**src/rtl/lbm_step_sequencer.sv**
```systemverilog
// Time-step controller for the LBM solver: each step runs a collide phase, then a
// stream phase, and then advances the external time step counter.
module lbm_step_sequencer #(
  parameter int MAX_TIME         = 8,
  parameter int TIME_COUNT_WIDTH = $clog2(MAX_TIME),
  parameter int TIMEOUT_CYCLES   = 4096,
  parameter int TO_WIDTH         = $clog2(TIMEOUT_CYCLES + 1)
) (
  input  logic                        Clk,
  input  logic                        Reset,
  input  logic                        Start,
  input  logic [TIME_COUNT_WIDTH-1:0] Time_count,
  input  logic                        Collide_done,
  input  logic                        Stream_done,
  output logic                        Collide_start,
  output logic                        Stream_start,
  output logic                        Step_enable,
  output logic                        Busy,
  output logic                        Sim_done,
  output logic                        Error
);

  // With TIMEOUT_CYCLES=0 the watchdog is unused, but it still needs at least one bit.
  localparam int WD_W = (TO_WIDTH > 0) ? TO_WIDTH : 1;
  localparam logic [WD_W-1:0]             WD_LAST   = WD_W'(TIMEOUT_CYCLES - 1);
  localparam logic [WD_W-1:0]             WD_MAX    = '1;
  localparam logic [TIME_COUNT_WIDTH-1:0] LAST_STEP = TIME_COUNT_WIDTH'(MAX_TIME - 1);

  typedef enum logic [3:0] {
    IDLE, COL_REQ, COL_WAIT, STR_REQ, STR_WAIT, ADVANCE, SETTLE, DONE, ERR
  } state_e;

  state_e          state_q, state_d;
  logic [WD_W-1:0] wd_q, wd_d;
  logic            start_ok;
  logic            wd_expired;

  always_comb begin
    // NOTE: every signal gets a default before the case, so no path can infer a latch.
    state_d    = state_q;
    wd_d       = wd_q;
    start_ok   = Start && (Time_count == '0);
    wd_expired = (TIMEOUT_CYCLES != 0) && (wd_q == WD_LAST);

    case (state_q)
      IDLE, DONE, ERR: begin
        if (start_ok) state_d = COL_REQ;
      end
      COL_REQ: begin
        state_d = COL_WAIT;
        wd_d    = '0;
      end
      COL_WAIT: begin
        // A done arriving on the last allowed cycle still wins over the watchdog.
        if (Collide_done)        state_d = STR_REQ;
        else if (wd_expired)     state_d = ERR;
        else if (wd_q != WD_MAX) wd_d    = wd_q + WD_W'(1);
      end
      STR_REQ: begin
        state_d = STR_WAIT;
        wd_d    = '0;
      end
      STR_WAIT: begin
        if (Stream_done)         state_d = (Time_count == LAST_STEP) ? DONE : ADVANCE;
        else if (wd_expired)     state_d = ERR;
        else if (wd_q != WD_MAX) wd_d    = wd_q + WD_W'(1);
      end
      ADVANCE: state_d = SETTLE;
      // SETTLE gives the counter a cycle to present the incremented Time_count.
      SETTLE:  state_d = COL_REQ;
      default: state_d = IDLE;
    endcase
  end

  // Outputs are decoded from the next state so that they are registered alongside it.
  always_ff @(posedge Clk or negedge Reset) begin
    if (!Reset) begin
      state_q       <= IDLE;
      wd_q          <= '0;
      Collide_start <= 1'b0;
      Stream_start  <= 1'b0;
      Step_enable   <= 1'b0;
      Busy          <= 1'b0;
      Sim_done      <= 1'b0;
      Error         <= 1'b0;
    end else begin
      // NOTE: sequential state uses non-blocking assignments only.
      state_q       <= state_d;
      wd_q          <= wd_d;
      Collide_start <= (state_d == COL_REQ);
      Stream_start  <= (state_d == STR_REQ);
      Step_enable   <= (state_d == ADVANCE);
      Busy          <= (state_d inside {COL_REQ, COL_WAIT, STR_REQ, STR_WAIT, ADVANCE, SETTLE});
      Sim_done      <= (state_d == DONE);
      Error         <= (state_d == ERR);
    end
  end

endmodule

```
**config.mk**
```make
export PLATFORM = sky130hd
export DESIGN_NAME = lbm_step_sequencer
export DESIGN_NICKNAME = d
export VERILOG_FILES = /design/src/rtl/lbm_step_sequencer.sv
export SDC_FILE = /design/constraint.sdc
export NUM_CORES = 1
export LEC_CHECK = 0
export ABC_CLOCK_PERIOD_IN_PS = 4700
export CAP_MARGIN = 20
export CORE_ASPECT_RATIO = 0.7
export CORE_MARGIN = 2
export CORE_UTILIZATION = 59
export CTS_CLUSTER_SIZE = 12
export DETAILED_ROUTE_END_ITERATION = 16
export GPL_TIMING_DRIVEN = 1
export PLACE_DENSITY = 0.86
export SLEW_MARGIN = 30
export SYNTH_ARGS = -nofsm -noshare
export SYNTH_HDL_FRONTEND = slang
export SYNTH_SLANG_ARGS = --single-unit
```
**constraint.sdc**
```tcl
create_clock -name Clk -period 4.7 [get_ports Clk]
set_clock_uncertainty 0.05 [all_clocks]
set_input_delay 0.47 -clock Clk [delete_from_list [all_inputs] [get_ports Clk]]
set_output_delay 0.47 -clock Clk [all_outputs]
set_load 0.02 [all_outputs]
```
Word-level counts from Yosys, hierarchy flattened --
Cells that the tools add are included.
Word-level totals: register bits after elaboration 23, bits of input ports 8, output and inout port bits 6, word-level logic and storage cells 49
Cells by class: $add $sub $neg 1, eq/ne operators 21, mux-type cells 11, reduce and logical (&&, ||, !) cells 8
Operators by type and width (number):
- 2-to-1 mux 13 bit | 4
- case mux 13 bit (3 select lines) | 1
- == test 4 x 3 -> 1 bit, second input constant | 8
- case mux 4 bit (7 select lines) | 1
- == test 4 x 2 -> 1 bit, second input constant | 4
- 2-to-1 mux 4 bit | 4
- adder 13 x 1 -> 13 bit, second input constant | 1
- == test 13 x 12 -> 1 bit, second input constant | 1
- inequality test 13 bit, second input constant | 1
- == test 4 x 1 -> 1 bit, second input constant | 2
- == test 4 bit, second input constant | 2
- nonzero test 6 bit | 1
- logical NOT 4 bit | 1
- inequality test 2 bit, second input constant | 2
- == test 3 bit, second input constant | 1
- logical NOT 3 bit | 1
- AND reduction 3 bit | 1
- nonzero test 3 bit | 1
- OR reduction 3 bit | 1
- 2-to-1 mux 2 bit | 1
- OR reduction 2 bit | 1
- logical AND 1 bit | 1

Depth between registers and ports, before layout --
Gate-level depths: netlist of the first run.
depth in word-level cells 6, gate-level depth with buffers 7, gate-level depth less buffers 6

Worst setup path after synthesis of the first run --
OpenSTA, ideal clock, no wires.
path kind input to register, start point input Time_count[0], end point register Busy, arrival time 1.781 ns, required time 4.524 ns, slack 2.743 ns, stages 5, path buffers 0, cells stage by stage or4b_4 > and3_1 > o221ai_4 > a21oi_2 > o32a_1
On the way: cells in the longest elaborated chain, start to end 6
RTL lines:
- start, declared | RTL line 12 | input logic [TIME_COUNT_WIDTH-1:0] Time_count,
- == test 3 bit or logical NOT 3 bit (tied branches) | RTL line 64, 42
- 2-to-1 mux 2 bit or logical AND 1 bit (tied branches) | RTL line 64, 42
- 2-to-1 mux 4 bit, on equally long branches | RTL line 64, 47
- case mux 4 bit (7 select lines) (*) | RTL line 45 | case (state_q)
- == test 4 x 1 -> 1 bit, or another cell as far along | RTL line 93 | Busy <= (state_d inside {COL_REQ, COL_WAIT, STR_REQ, STR_WAIT, ADVANCE, SETTLE});
- nonzero test 6 bit (*) | RTL line 93
- end signal, assigned | RTL line 93
- end, declared | RTL line 18 | output logic Busy,
Every way passes the cells marked *; elsewhere a longest branch is shown, timed or not. A chain may end at the register's enable or synchronous reset.

Worst setup path after layout of the first run --
start point register state_q[2], end point register wd_q[0]
On the way: cells in the longest elaborated chain, start to end 4
RTL lines:
- start, declared | RTL line 33 | state_e state_q, state_d;
- start signal, assigned | RTL line 88 | state_q <= state_d;
- == test 4 x 2 -> 1 bit or == test 4 x 1 -> 1 bit (tied branches) | RTL line 45
- OR reduction 2 bit (no source line)
- nonzero test 3 bit (no source line)
- AND reduction 3 bit (no source line)
- end signal, assigned | RTL line 89 | wd_q <= wd_d;
- end, declared | RTL line 34 | logic [WD_W-1:0] wd_q, wd_d;
Several ways; a longest one is shown, not always the timed one.

==> results.md, run 1 <==
* WP data arrival at 2620 ps
* Place WS at slightly below 2000 ps
* Finished Layout Cells at between 150 and 200
* Total clock sinks at 23
* DR vias at 983
* Ys Warns at 0
* Peak VDD IR at 0.3922 mV
* Core area at 1936 um^2
* Fin area at 1424 um^2
* Placed Cells at between 150 and 200
* Synth area leaders: dfrtp_1, xor2_1, nor2_1, nand4_1, o221ai_4
* Largest net degree at the start of global routing at 24
* IO buf count at 13
* Startpoint types: flip-flop
* Status: complete, no violations
* H-tree depth reported by CTS at 1
* Final setup margin at about 2300 ps
* Worst hold slack at 38.15 ps
* CTS Buffer Depth at 2
* Sw Ratio at 41.13%
* Via density at between 6 and 7
* IO Pins at 14
* Cell taking the most area after synthesis: dfrtp_1
* Largest family of logic cells by synthesized area: simple AND/OR/NAND/NOR gates
* Worst skew pair latency at 320 ps
* RePlAce Congestion at 0.9268
* Die height at approximately 43 um
* Critical path, cell by cell: or3b_1, a211oi_2, and2_1, nor2_1, mux2_2
* Seq pwr share at 42.9%
* Setup TNS Final at 0 ps
* Final HPWL DP at 1.803 mm
* Crit path kind: flip-flop to flip-flop
* Final WL at about 2.5 mm
* Synth Area in Simple Gates at 29.56%
* RSZ-0062 raised after global routing: false
* First-pass GRT wire length at 4.229 mm
* Fin util at 73.56%
* Reg-to-reg critical path endpoint: wd_q[0]$_DFFE_PN0P_
* Syn nets at 135
* Post-CTS Resized at 0
* DIE WIDTH at 59.26 um
* Path depth of the worst reg2reg path at 5
* R2r startpoint: state_q[2]$_DFF_PN0_
* R2r setup slk at 2250 ps
* Max Cap Viol at 0
* All-Layer GR Usage at 22.67%
* CTS tree: built
* TritonRoute pass-1 iters at 4
* Core Rows at 13
* Layout net count at 147
* Initial antenna violation count at 0
* DR WL/cell at 15.66 um
* Post-CTS Hold Buffers at 0
* Critical path capture point type: flip-flop
* Final setup violation count at 0
* Power Dens Cells at ~470 nW/um^2
* CP top delay family: simple AND/OR/NAND/NOR gates
* DRC Markers at 0
* Number of global-route vias before repair at about 890
* Worst-Margin Slew at between 700 and 800 ps
* CP max stage delay at ~670 ps
* Crit path launch: state_q[2]$_DFF_PN0_
* Sequential cell area fraction in the yosys report at 45.63%
* Placed Area at 1394 um^2
* Post-synth top area share at 45.63%
* Post-synthesis compound-gate area fraction at 13.49%
* Mapped Area at approximately 1300 um^2
* Multi-input gate area at 654.4 um^2
* Switching pwr at 0.2761 mW
* Area Overhead vs Synth at 12.90%
* Diode count at 0
* Initial Util at 65.16%
* CP required at 4870 ps
* Max_slew headroom at roughly half
* Post-CTS Setup Bufs at 0
* Worst Hold Class: primary input to async pin
* Post-Synth Adder-Cell Area at 0.9921%
* Proportion of synthesized area in mux cells at 0.8929%
* Max Fclk at 0.4084 GHz
* CP max-delay cell: a211oi_2
* Post-synthesis cell count at 126
* Routed Antenna Nets at 0
* Count of different cell masters after synthesis at 43
* Commonest non-fill, non-tap cell in the layout: dfrtp_1
* Comb pwr share at 42.8%
* Minimum clock period at 2449 ps
* Overflow after GRT at 0
* Layout cells sized above 1 at 13.14%
* Leak Pwr at 0.6279 nW
* Total chip power at 0.6713 mW
* Clock share of power at between 10% and 20%
* Syn Area/Cell at 10.01 um^2
* Synth Area in XOR/XNOR at 6.944%
* Total CTS buffers at 3
* Initial DRC Count at 22
* Internal power at 0.3952 mW
* Fillcell total at 155
* FF+latch count, synth at 23
* Die ar. at 2529 um^2
* Crit share post-route at 52.10%
* Count of final hold-check violations at 0
* Final Max Tran Viols at 0
* CTS Root Buffer Type: clkbuf_4
* Buf/Inv on CP at 0
* CP Max Fanout at 15
* FF+latch area at 575.6 um^2
* Most frequent cells in the layout: dfrtp_1, nor2_1, clkdlybuf4s50_1
* Worst-path clk slew at ~140 ps
## area by class of cell
type	instances	area share, %
Inverter	1	0.2636
Tap cell	22	1.933
Clock inverter	1	0.5272
Sequential cell	23	40.42
Multi-Input combinational cell	95	45.96
Clock buffer	3	1.582
Timing Repair Buffer	14	9.315
## cells in the mapped netlist, drive strengths merged
cell	count
a31oi	2
ha	1
nand2b	2
and4b	1
and2	5
o21a	1
or3	2
a21oi	4
inv	1
a21o	1
a22oi	1
buf	1
or3b	2
a32o	2
nor3	2
xor2	10
a211o	1
mux2	1
nand4b	1
a2bb2oi	1
o32a	1
or4	1
a211oi	1
nand3	5
o21ai	2
or4b	1
nand2	3
a21boi	1
and3	4
nand4	10
nor2	19
nor2b	3
dfrtp	23
nor3b	1
o22ai	1
o221ai	1
and4	1
clkbuf	6
## registers in the layout, summed over array words and instances (netlist names)
signal,cells
Busy,1
Collide_start,1
Error,1
Sim_done,1
Step_enable,1
Stream_start,1
state_q,4
wd_q,13
## power groups by stage
stage	sequential [mW]	clock (mW)	combinational [mW]
5_1_grt	0.297	0.104	0.318
3_5_place_dp	0.291	0	0.286
4_1_cts	0.287	0.0957	0.287
3_3_place_gp	0.286	0	0.275
6_report	0.288	0.0956	0.288
2_1_floorplan	0.269	0	0.232
## how the worst max path moves through the flow
stage | endpoint | cells after the start
after floorplan | Busy$_DFF_PN0_ | 5
after global placement | wd_q[0]$_DFFE_PN0P_ | 6
after detailed placement | wd_q[0]$_DFFE_PN0P_ | 6
after CTS | wd_q[0]$_DFFE_PN0P_ | 5
after global routing | wd_q[0]$_DFFE_PN0P_ | 5
final | wd_q[0]$_DFFE_PN0P_ | 5
## cell families (layout without fill, tap and decap cells)
| logic type | Yosys count | after routing |
|---|---|---|
| xor gates and xnor gates | 10 | 10 |
| AOI/OAI and AO/OA | 20 | 20 |
| adders and majority gates | 1 | 1 |
| and+or+nand+nor | 63 | 63 |
| muxes | 1 | 1 |
| DFF | 23 | 23 |
| buffers and inverters | 8 | 19 |
## layer usage
| layer | vias to the layer above | global-route usage (%) | part of all wire, % |
|---|---|---|---|
| met1 | 475 | 33.66 | 50 |
| li1 | 480 | - | - |
| met3 | 3 | 6.402 | 4.7 |
| met4 | 0 | 5.455 | 0.32 |
| met5 | - | 0 | 0 |
| met2 | 25 | 32.53 | 45 |
(Power assumes the default switching activity.)
==> inputs of run 2 (changes only) <==
--- a/config.mk
+++ b/config.mk
@@ -5,15 +5,15 @@
 export SDC_FILE = /design/constraint.sdc
 export NUM_CORES = 1
 export LEC_CHECK = 0
-export ABC_CLOCK_PERIOD_IN_PS = 4700
+export ABC_CLOCK_PERIOD_IN_PS = 2500
 export CAP_MARGIN = 20
 export CORE_ASPECT_RATIO = 0.7
 export CORE_MARGIN = 2
-export CORE_UTILIZATION = 59
+export CORE_UTILIZATION = 54
 export CTS_CLUSTER_SIZE = 12
 export DETAILED_ROUTE_END_ITERATION = 16
 export GPL_TIMING_DRIVEN = 1
-export PLACE_DENSITY = 0.86
+export PLACE_DENSITY = 0.8
 export SLEW_MARGIN = 30
 export SYNTH_ARGS = -nofsm -noshare
 export SYNTH_HDL_FRONTEND = slang
==> constraint.sdc (replaced) <==
create_clock -name Clk -period 2.5 [get_ports Clk]
set_clock_uncertainty 0.05 [all_clocks]
set_input_delay 0.25 -clock Clk [delete_from_list [all_inputs] [get_ports Clk]]
set_output_delay 0.25 -clock Clk [all_outputs]
set_load 0.02 [all_outputs]
==> results.md, run 2 (synthesis results as in run 1) <==
* Status: complete, no violations
* Final HPWL DP at around 1.8 mm
* Worst-Margin Slew at between 500 and 600 ps
* Worst skew pair latency at between 300 and 400 ps
* Comb pwr share at 44.2%
* Number of global-route vias before repair at 881
* Most frequent cells in the layout: dfrtp_1, nor2_1, clkdlybuf4s50_1
* Final WL at between 2 and 2.5 mm
* Sw Ratio at 40.35%
* CP Max Fanout at 5
* Peak VDD IR at 0.7116 mV
* Largest net degree at the start of global routing at 24
* All-Layer GR Usage at 20.49%
* H-tree depth reported by CTS at 1
* Startpoint types: flip-flop
* Leak Pwr at 0.6470 nW
* Final Max Tran Viols at 0
* Top Registers: wd_q (13), state_q (4)
* DRC Markers at 0
* Max_slew headroom at a little over three fifths
* Diode count at 0
* Crit path kind: flip-flop to flip-flop
* CP max-delay cell: or4_4
* CTS Root Buffer Type: clkbuf_4
* Power Dens Cells at 869.7 nW/um^2
* DR WL/cell at 14.53 um
* TritonRoute pass-1 iters at 4
* First-pass GRT wire length at between 4 and 5 mm
* Total CTS buffers at 3
* Overflow after GRT at 0
* Seq pwr share at 42.5%
* Area Overhead vs Synth at 15.87%
* Initial Util at 58.06%
* DIE WIDTH at 61.76 um
* Clock share of power at 13.2%
* Via density at about 5.8
* RSZ-0062 raised after global routing: false
* Initial DRC Count at 74
* Max Fclk at 0.4558 GHz
* Routed Antenna Nets at 0
* Register with the most flip-flops: wd_q
* Core Rows at 14
* Fin util at 67.28%
* Post-CTS Setup Bufs at 0
* WP data arrival at around 2400 ps
* IO Pins at 14
* Layout net count at 150
* Post-CTS Hold Buffers at 0
* DR vias at 1006
* Commonest non-fill, non-tap cell in the layout: dfrtp_1
* Post-CTS Resized at 0
* Final setup violation count at 0
* CTS Buffer Depth at 2
* Crit share post-route at between 80% and 90%
* IO buf count at 13
* CTS tree: built
* Switching pwr at 0.5128 mW
* CP required at 2650 ps
* RePlAce Congestion at 0.8940
* Max Cap Viol at 0
* Initial antenna violation count at 0
* CP max stage delay at 550 ps
* Die height at 44.44 um
* Critical path, cell by cell: ha_1, nand3_1, or4_4, nor3_2, a21oi_2, o32a_1
* Setup TNS Final at 0 ps
* Minimum clock period at between 2000 and 2500 ps
* Worst-path clk slew at 120 ps
* CP top delay family: simple AND/OR/NAND/NOR gates
* Core area at 2172 um^2
* Total clock sinks at 23
* Worst Hold Class: primary input to async pin
* Max reg flops at 13
* Internal power at 0.7582 mW
* Count of final hold-check violations at 0
* Fin area at 1461 um^2
* Die ar. at 2744 um^2
* Fillcell total at 189
* Buf/Inv on CP at 0
* Layout cells sized above 1 at ~14%
* Placed Area at 1434 um^2
* Critical path capture point type: flip-flop
## run 2: cell types whose count changed in the layout (fill, tap and decap cells not counted), sizes merged
cell           before  now
clkdlybuf4s50      12   13
clkinvlp            1    0
clkinv              0    1
buf                 2    4
## run 2: area by class of cell
class,instances,area [um^2],area share [%]
sequential,23,575.6,39.38
clock buffer,3,22.52,1.541
multi-input combinational,95,654.4,44.78
inverter,1,3.754,0.2568
timing repair buffer,17,160.2,10.96
tap,32,40.04,2.740
clock inverter,1,5.005,0.3425
## run 2: routing by layer
metal  GRT usage, %  wire length, um  vias to the layer above
met5              0                0                        -
met4          2.553               13                        0
met3          5.263              108                        2
met2          31.16             1147                       21
met1          30.52             1230                      498
li1               -                -                      485
## run 2: worst register-to-register path: cells and delay by family, from the launching register on
family / cells / cell delay, ps
AO/OA/AOI/OAI: 2 / 370
adder cells (fa/ha/maj): 1 / 270
AND/OR/NAND/NOR: 3 / 990
flip-flops: 1 / 410
## run 2: metrics by stage
step	std cells	power [mW]	hold slack, ps	setup WS (ps)
4_1_cts	172	1.274	232.7	330.8
3_3_place_gp	168	1.080	459.5	294.7
6_report	172	1.271	228.0	306.1
3_5_place_dp	168	1.102	495.3	220.5
2_1_floorplan	126	0.9403	-95.59	545.4
5_1_grt	172	1.365	243.4	201.8
## run 2: power groups by stage
stage          logic [mW]  registers, mW  clock network [mW]
6_report            0.562          0.541               0.168
4_1_cts             0.561          0.538               0.175
5_1_grt             0.617          0.560               0.188
3_5_place_dp        0.558          0.544                   0
3_3_place_gp        0.541          0.540                   0
2_1_floorplan       0.435          0.505                   0
## run 2: final timing paths
path                                      start                      to  slack [ps]  cells past startpoint
setup / recovery            wd_q[0]$_DFFE_PN0P_          Busy$_DFF_PN0_         310                      6
hold / removal                            Reset  Stream_start$_DFF_PN0_         230                      2
setup reg to reg            wd_q[0]$_DFFE_PN0P_          Busy$_DFF_PN0_         310                      6
hold reg to reg            wd_q[12]$_DFFE_PN0P_    wd_q[12]$_DFFE_PN0P_         540                      1
max in group asynchronous                 Reset    state_q[1]$_DFF_PN0_        1940                      2
min in group Clk           wd_q[12]$_DFFE_PN0P_    wd_q[12]$_DFFE_PN0P_         540                      1
==> inputs of run 3 (changes only) <==
--- a/config.mk
+++ b/config.mk
@@ -14,6 +14,7 @@
 export DETAILED_ROUTE_END_ITERATION = 16
 export GPL_TIMING_DRIVEN = 1
 export PLACE_DENSITY = 0.8
+export SKIP_LAST_GASP = 1
 export SLEW_MARGIN = 30
 export SYNTH_ARGS = -nofsm -noshare
 export SYNTH_HDL_FRONTEND = slang
==> results of run 3 <==
No change in the layout: final DEF, timing and power equal those of run 2.
